==> src/rtl/serial_adder_if.sv <==
// Handshake and operand/result bundle between a controller and serial_adder.
// The controller drives the master side. The adder drives the slave side.
interface serial_adder_if #(
    parameter int WIDTH = 8
);
    logic             start;
    logic [WIDTH-1:0] a;
    logic [WIDTH-1:0] b;
    logic             cin;
    logic             busy;
    logic             done;
    logic [WIDTH-1:0] sum;
    logic             cout;
    logic             overflow;

    modport master (
        output start, a, b, cin,
        input  busy, done, sum, cout, overflow
    );

    modport slave (
        input  start, a, b, cin,
        output busy, done, sum, cout, overflow
    );
endinterface

==> src/rtl/serial_adder.sv <==
// Digit-serial adder: one DIGIT-bit slice plus a registered carry produce
// A + B + cin over WIDTH/DIGIT cycles, with a start/busy/done handshake.
module serial_adder #(
    parameter int WIDTH = 8,
    parameter int DIGIT = 1
) (
    input  logic          clk,
    input  logic          rst,
    serial_adder_if.slave bus
);
    localparam int N     = (DIGIT > 0) ? WIDTH / DIGIT : 1;
    localparam int CNT_W = (N > 1) ? $clog2(N) : 1;

    generate
        if ((WIDTH < 1) || (DIGIT < 1) || ((WIDTH % DIGIT) != 0)) begin : gBadParams
            $error("serial_adder: DIGIT must be >= 1 and divide WIDTH exactly");
        end
    endgenerate

    typedef enum logic [1:0] {
        IDLE,
        ADD,
        DONE
    } state_t;

    state_t           state_q;
    logic [WIDTH-1:0] aSr_q;
    logic [WIDTH-1:0] bSr_q;
    logic [WIDTH-1:0] sumSr_q;
    logic             carry_q;
    logic             aMsb_q;
    logic             bMsb_q;
    logic             busy_q;
    logic             done_q;
    logic             overflow_q;
    logic [CNT_W-1:0] cnt_q;

    logic [DIGIT:0]   digit_d;
    logic [WIDTH-1:0] sumSr_d;
    logic             lastDigit_d;

    // New digits enter at the top, so the first digit lands at the bottom after N shifts.
    always_comb begin
        digit_d     = {1'b0, aSr_q[DIGIT-1:0]} + {1'b0, bSr_q[DIGIT-1:0]}
                    + {{DIGIT{1'b0}}, carry_q};
        sumSr_d     = (WIDTH'(digit_d[DIGIT-1:0]) << (WIDTH - DIGIT)) | (sumSr_q >> DIGIT);
        lastDigit_d = (cnt_q == CNT_W'(N - 1));
    end

    always_ff @(posedge clk or posedge rst) begin
        if (rst) begin
            state_q    <= IDLE;
            aSr_q      <= '0;
            bSr_q      <= '0;
            sumSr_q    <= '0;
            carry_q    <= 1'b0;
            aMsb_q     <= 1'b0;
            bMsb_q     <= 1'b0;
            busy_q     <= 1'b0;
            done_q     <= 1'b0;
            overflow_q <= 1'b0;
            cnt_q      <= '0;
        end else begin
            case (state_q)
                IDLE: begin
                    if (bus.start) begin
                        aSr_q   <= bus.a;
                        bSr_q   <= bus.b;
                        carry_q <= bus.cin;
                        aMsb_q  <= bus.a[WIDTH-1];
                        bMsb_q  <= bus.b[WIDTH-1];
                        cnt_q   <= '0;
                        busy_q  <= 1'b1;
                        state_q <= ADD;
                    end
                end
                ADD: begin
                    sumSr_q <= sumSr_d;
                    aSr_q   <= aSr_q >> DIGIT;
                    bSr_q   <= bSr_q >> DIGIT;
                    carry_q <= digit_d[DIGIT];
                    cnt_q   <= cnt_q + 1'b1;
                    // The incoming digit's top bit becomes the sum MSB on this final edge.
                    if (lastDigit_d) begin
                        overflow_q <= (aMsb_q == bMsb_q) && (digit_d[DIGIT-1] != aMsb_q);
                        done_q     <= 1'b1;
                        state_q    <= DONE;
                    end
                end
                DONE: begin
                    done_q  <= 1'b0;
                    busy_q  <= 1'b0;
                    state_q <= IDLE;
                end
                default: begin
                    state_q <= IDLE;
                end
            endcase
        end
    end

    assign bus.busy     = busy_q;
    assign bus.done     = done_q;
    assign bus.sum      = sumSr_q;
    assign bus.cout     = carry_q;
    assign bus.overflow = overflow_q;
endmodule

==> src/flat_wrapper.sv <==
// flat-port wrapper written by rule: the top's interface ports become plain ports
module serial_adder_flat 
#(
    parameter int WIDTH = 8,
    parameter int DIGIT = 1
)
  (clk, rst, bus_start, bus_a, bus_b, bus_cin, bus_busy, bus_done, bus_sum, bus_cout, bus_overflow);
  serial_adder_if #(.WIDTH(WIDTH)) bus_i ();
  input  logic clk;
  input  logic rst;
  input wire logic [$bits(bus_i.start)-1:0] bus_start;
  input wire logic [$bits(bus_i.a)-1:0] bus_a;
  input wire logic [$bits(bus_i.b)-1:0] bus_b;
  input wire logic [$bits(bus_i.cin)-1:0] bus_cin;
  output wire logic [$bits(bus_i.busy)-1:0] bus_busy;
  output wire logic [$bits(bus_i.done)-1:0] bus_done;
  output wire logic [$bits(bus_i.sum)-1:0] bus_sum;
  output wire logic [$bits(bus_i.cout)-1:0] bus_cout;
  output wire logic [$bits(bus_i.overflow)-1:0] bus_overflow;
  assign bus_i.start = bus_start;
  assign bus_i.a = bus_a;
  assign bus_i.b = bus_b;
  assign bus_i.cin = bus_cin;
  assign bus_busy = bus_i.busy;
  assign bus_done = bus_i.done;
  assign bus_sum = bus_i.sum;
  assign bus_cout = bus_i.cout;
  assign bus_overflow = bus_i.overflow;
  serial_adder #(.WIDTH(WIDTH), .DIGIT(DIGIT)) u_core (.clk(clk), .rst(rst), .bus(bus_i));
endmodule
==> config.mk <==
export PLATFORM = sky130hd
export DESIGN_NAME = serial_adder_flat
export DESIGN_NICKNAME = d
export VERILOG_FILES = /design/src/rtl/serial_adder_if.sv /design/src/rtl/serial_adder.sv /design/src/flat_wrapper.sv
export SDC_FILE = /design/constraint.sdc
export NUM_CORES = 1
export LEC_CHECK = 0
export ABC_AREA = 1
export CAP_MARGIN = 20
export CORE_ASPECT_RATIO = 1.5
export CORE_UTILIZATION = 40
export CTS_BUF_LIST = sky130_fd_sc_hd__clkbuf_4 sky130_fd_sc_hd__clkbuf_8 sky130_fd_sc_hd__clkbuf_16
export CTS_CLUSTER_DIAMETER = 40
export CTS_CLUSTER_SIZE = 10
export DETAILED_ROUTE_END_ITERATION = 10
export DONT_BUFFER_PORTS = 1
export SETUP_SLACK_MARGIN = 0.15
export SLEW_MARGIN = 20
export SYNTH_ARGS = -nofsm -noshare
export SYNTH_HDL_FRONTEND = slang
export SYNTH_SLANG_ARGS = --single-unit
==> constraint.sdc <==
create_clock -name clk -period 1.75 [get_ports clk]
set_input_delay 0.525 -clock clk [delete_from_list [all_inputs] [get_ports clk]]
set_output_delay 0.525 -clock clk [all_outputs]
set_load 0.02 [all_outputs]
# Yosys cells after proc, flatten, opt, wreduce, memory -nomap -nowiden
# Cells that the tools add are included.
word_totals:
  ff_bits: 35
  latchBits: 0
  ram_bits: 0
  romBits: 0
  out_inout_bits: 12
  elab_cells: 48
  memories: 0
op_classes:
  addsub: 3
  n_mul: 0
  div_mod_pow: 0
  n_lt_le_gt_ge: 0
  n_eq_ne: 7
  n_shift: 0
  muxes: 15
  bitwise: 1
  n_reduce_logical: 11
op_table:
  columns: ["cell", "n"]
  rows:
  - ["case mux 8 bit (2 select lines)", 2]
  - ["2-to-1 mux 8 bit", 2]
  - ["AND reduction 2 bit", 6]
  - ["OR 8 x 7 -> 8 bit", 1]
  - ["case mux 1 bit (2 select lines)", 3]
  - ["case mux 3 bit (2 select lines)", 1]
  - ["nonzero test 2 bit", 3]
  - ["2-to-1 mux 2 bit", 2]
  - ["case mux 2 bit (2 select lines)", 1]
  - ["adder 3 x 1 -> 3 bit, second input constant", 1]
  - ["equality test 3 bit, second input constant", 1]
  - ["2-to-1 mux 1 bit", 3]
  - ["2-to-1 mux 3 bit", 1]
  - ["adder 1 x 1 -> 2 bit", 1]
  - ["adder 2 x 1 -> 2 bit", 1]
  - ["equality test 2 x 1 -> 1 bit, second input constant", 1]
  - ["equality test 2 bit, second input constant", 1]
  - ["logical NOT 2 bit", 1]
  - ["!= test 2 x 1 -> 1 bit, second input constant", 1]
  - ["!= test 2 bit, second input constant", 1]
  - ["equality test 1 bit", 1]
  - ["logical AND 1 bit", 1]
  - ["!= test 1 bit", 1]

# Logic depth before layout (Yosys ltp)
logic_depth:
  ltp_word: 4
  ltp_mapped: 7

# Worst setup path before layout
# Ideal clock, no wire load.
synth_path:
  kind: "register to register"
  startpoint: "reg u_core.carry_q, in the netlist u_core.bus.cout"
  endpoint: "reg u_core.overflow_q, in the netlist u_core.bus.overflow"
  setup_time_ps: 116
  arrival_ps: 1257
  t_required_ps: 1634
  path_slack_ps: 377
  stages_incl_launch_ff: 7
  path_buffers: 0
  synth_period_minus_slack_ps: 1373
  path_cell_list: "dfrtp_1 -> fa_1 -> inv_1 -> nand3_1 -> nand2_1 -> nand2_1 -> nand2_1"
synth_between:
  elab_chain_len: 3
synth_lines:
  columns: ["element", "line_no", "source"]
  rows:
  - ["start, declared", "serial_adder.sv:30", "logic carry_q;"]
  - ["start signal, assigned", "serial_adder.sv:69", "carry_q <= bus.cin;"]
  - ["start signal, assigned", "serial_adder.sv:81", "carry_q <= digit_d[DIGIT];"]
  - ["adder 2 x 1 -> 2 bit", "serial_adder.sv:45", "+ {{DIGIT{1'b0}}, carry_q};"]
  - ["via u_core.digit_d[0]", "serial_adder.sv:38", "logic [DIGIT:0] digit_d;"]
  - ["!= test 1 bit", "serial_adder.sv:85", "overflow_q <= (aMsb_q == bMsb_q) && (digit_d[DIGIT-1] != aMsb_q);"]
  - ["logical AND 1 bit", "serial_adder.sv:85", null]
  - ["end signal, assigned", "serial_adder.sv:85", null]
  - ["end, declared", "serial_adder.sv:35", "logic overflow_q;"]
# The timed path passes the listed nets, and every way through them passes these cells.
# A chain may end at the register's enable or synchronous reset.

# Worst setup path in the final report
# Ends and elaborated chain as after synthesis.

==> results.md <==
- Status: completed
- Slew @ Worst Pin: 0.513 ns
- Crit path to: u_core.bus.overflow
- Worst Hold Class: input port to asynchronous set/reset pin
- CP Launch Type: register
- Sequential cell area fraction in the yosys report: 49.9%
- Starting Density: 41.7%
- Max Clock Freq: 678 MHz
- Post-layout minimum cycle time: 1.48 ns
- DRC Markers: 0
- CTS tree: built
- Setup bufs post-CTS: 0
- Peak supply drop: 1020 uV
- Synthesized cell area: 0.00176 mm^2
- Fillers: 433
- Period utilisation layout: 84.3%
- Initial antenna violation count: 0
- Nets: 241
- Static leakage: 1.04 nW
- CP Capture Type: register
- Total GRT Usage: 15.9%
- Headroom to the max-slew limit: 65.8%
- H-tree levels: 2
- Post-synth EDFFs: 0
- Ports: 32
- Critical Path Start: u_core.bus.cout
- Crit path kind: register to register
- Top cell type by total area after synthesis: dfrtp_1
- Routability cong.: 0.774
- Starting DRT DRC Count: 27
- CP max FO: 3
- Core Area: 0.00421 mm^2
- Clock latency on the worst-skew pair: 0.28 ns
- # clock sinks: 35
- Reg-to-reg slack, setup: 0.27 ns
- Largest net degree at the start of global routing: 36
- DR pass1 iterations: 5
- Routed via count: 1340
- Port bufs: 0
- CTS resizes: 0
- DIE AREA: 0.00467 mm^2
- Warnings, synthesis: 0
- Count leader, synth: nand2_1
- First-pass GRT wire length: 5760 um
- Library cells used by synthesis: 19
- Synth Area per Inst: 8.10 um^2
- Final Hold Fails: 0
- Total gr overflow: 0
- Synth top area cells: dfrtp_1 50%, nand2_1 14%, nand3_1 14%, inv_1 7.3%, buf_6 2.6%
- Final setup fails: 0
- Cts hold-fix bufs: 0
- DP Worst Slack: 0.278 ns
- Post-synth ARST share: 100%
- Clock Path Buffers: 2
- Antenna diodes: 0
- Post-DR wirelength/cell: 12.8 um
- WP data required: 1.93 ns
- Dpl hpwl: 2290 um
- Flops & latches, synth: 35
- Reg2reg end: u_core.bus.overflow
- Mapped Cells: 217
- Post-synth top flop: dfrtp_1
- Clk root buf: clkbuf_8
- Top cell type's share of synthesized area: 49.9%
- RSZ-0062 raised after global routing: false
- Slew Limit Fails: 0
- Area delta synth->final: 6.98%
- Clock slew at reported path FFs: 0.07 ns
- Arrival time at the worst endpoint: 1.65 ns
- Syn nets: 240
- Layout Skew: 0.00633 ns
- Routed WL: 3400 um
- Worst reg2reg path startpoint: u_core.bus.cout
- Cell Pwr Density: 1980 mW/mm^2
- Antenna violation net count after detailed routing: 0
- Die Wd: 56.1 um
- Top cells by count, synth: 66 x nand2_1, 49 x nand3_1, 35 x dfrtp_1
- DR vias/cell: 5.06
- FF-to-FF path depth: 6
- MaxCap Viol Count: 0
- Setup WS post-layout: 0.275 ns
- Share of layout cells above drive strength 1: 9.59%
- Setup TNS: 0 ns
- Vias in the first global route: 1247
- Rows: 29
- Cts bufs inserted: 5
- Die Span Y: 83.2 um
## cells in the final DEF (no fill, tap or decap), drive strengths merged
cell type / instances
a21oi: 1
buf: 5
bufinv: 1
clkbuf: 6
clkinv: 1
dfrtp: 35
fa: 1
ha: 2
inv: 36
nand2: 69
nand3: 49
nor2: 5
o21ai: 8
## metrics by stage
stage / utilization, % / total power, W / hold slack (ns) / cells / instance area (um^2)
after floorplan: - / 0.00280 / 0.472 / 217 / 1760
after global placement: 41.9 / 0.00298 / 0.491 / 257 / 1760
after detailed placement: 41.9 / 0.00301 / 0.496 / 257 / 1760
after CTS: 44.6 / 0.00378 / 0.236 / 265 / 1880
after global routing: 44.6 / 0.00406 / 0.266 / 265 / 1880
final: 44.6 / 0.00372 / 0.224 / 265 / 1880
## routing by layer
layer  GRT usage [%]  up-vias  share of wire [%]  routed length, um
li1                -      671                  -                  -
met1            19.1      635                 43               1470
met2            26.3       29                 51               1720
met3            4.52        5                4.4                150
met4            6.65        0                1.7                 57
met5               0        -                  0                  0
## cell type report
type / instances / area (um^2) / area share, %
repair buffers: 5 / 37.5 / 2.00
well taps: 46 / 57.6 / 3.06
flip-flops and latches: 35 / 876 / 46.6
clock buffers: 6 / 82.6 / 4.39
clock inverters: 2 / 35.0 / 1.86
inverters: 36 / 138 / 7.32
multi-input cells: 135 / 653 / 34.8
## worst min path at each step
| stage | startpoint | end | slack (ns) | cells past startpoint |
|---|---|---|---|---|
| final | rst | u_core.bus.busy | 0.22 | 2 |
| after global routing | rst | u_core.bus.sum[4] | 0.27 | 2 |
| after CTS | rst | u_core.bus.sum[4] | 0.24 | 2 |
| after detailed placement | u_core.bSr_q[1] | u_core.bSr_q[1] | 0.50 | 2 |
| after global placement | u_core.cnt_q[1] | u_core.cnt_q[1] | 0.49 | 2 |
| after floorplan | u_core.bMsb_q | u_core.bMsb_q | 0.47 | 2 |
## registers in the layout, summed over array words and instances, names as in the netlist
signal,count
u_core.cnt_q,3
u_core.aSr_q,8
u_core.bus.busy,1
u_core.state_q,2
u_core.bSr_q,8
u_core.aMsb_q,1
u_core.bMsb_q,1
u_core.bus.sum,8
u_core.bus.overflow,1
u_core.bus.cout,1
u_core.bus.done,1
## logic make-up after synthesis
kind of cell	Yosys count	share of synthesized area [%]
buffers and inverters	47	13.0
and+or+nand+nor	123	31.8
DFF	35	49.9
AOI/OAI and AO/OA	9	2.78
adders and majority gates	3	2.56
## power by group
group / switching (W) / internal [W]
Clock: 0.000292 / 0.000461
Combinational: 0.000813 / 0.000515
Sequential: 0.000447 / 0.00119
## critical path: stages (launching register included)
cell and delay [ns]:
dfrtp_1 0.50, fa_1 0.61, inv_1 0.06, nand3_1 0.06, nand2_1 0.05, nand2_1 0.05, nand2_1 0.04
Power figures use the tool's default switching activity.
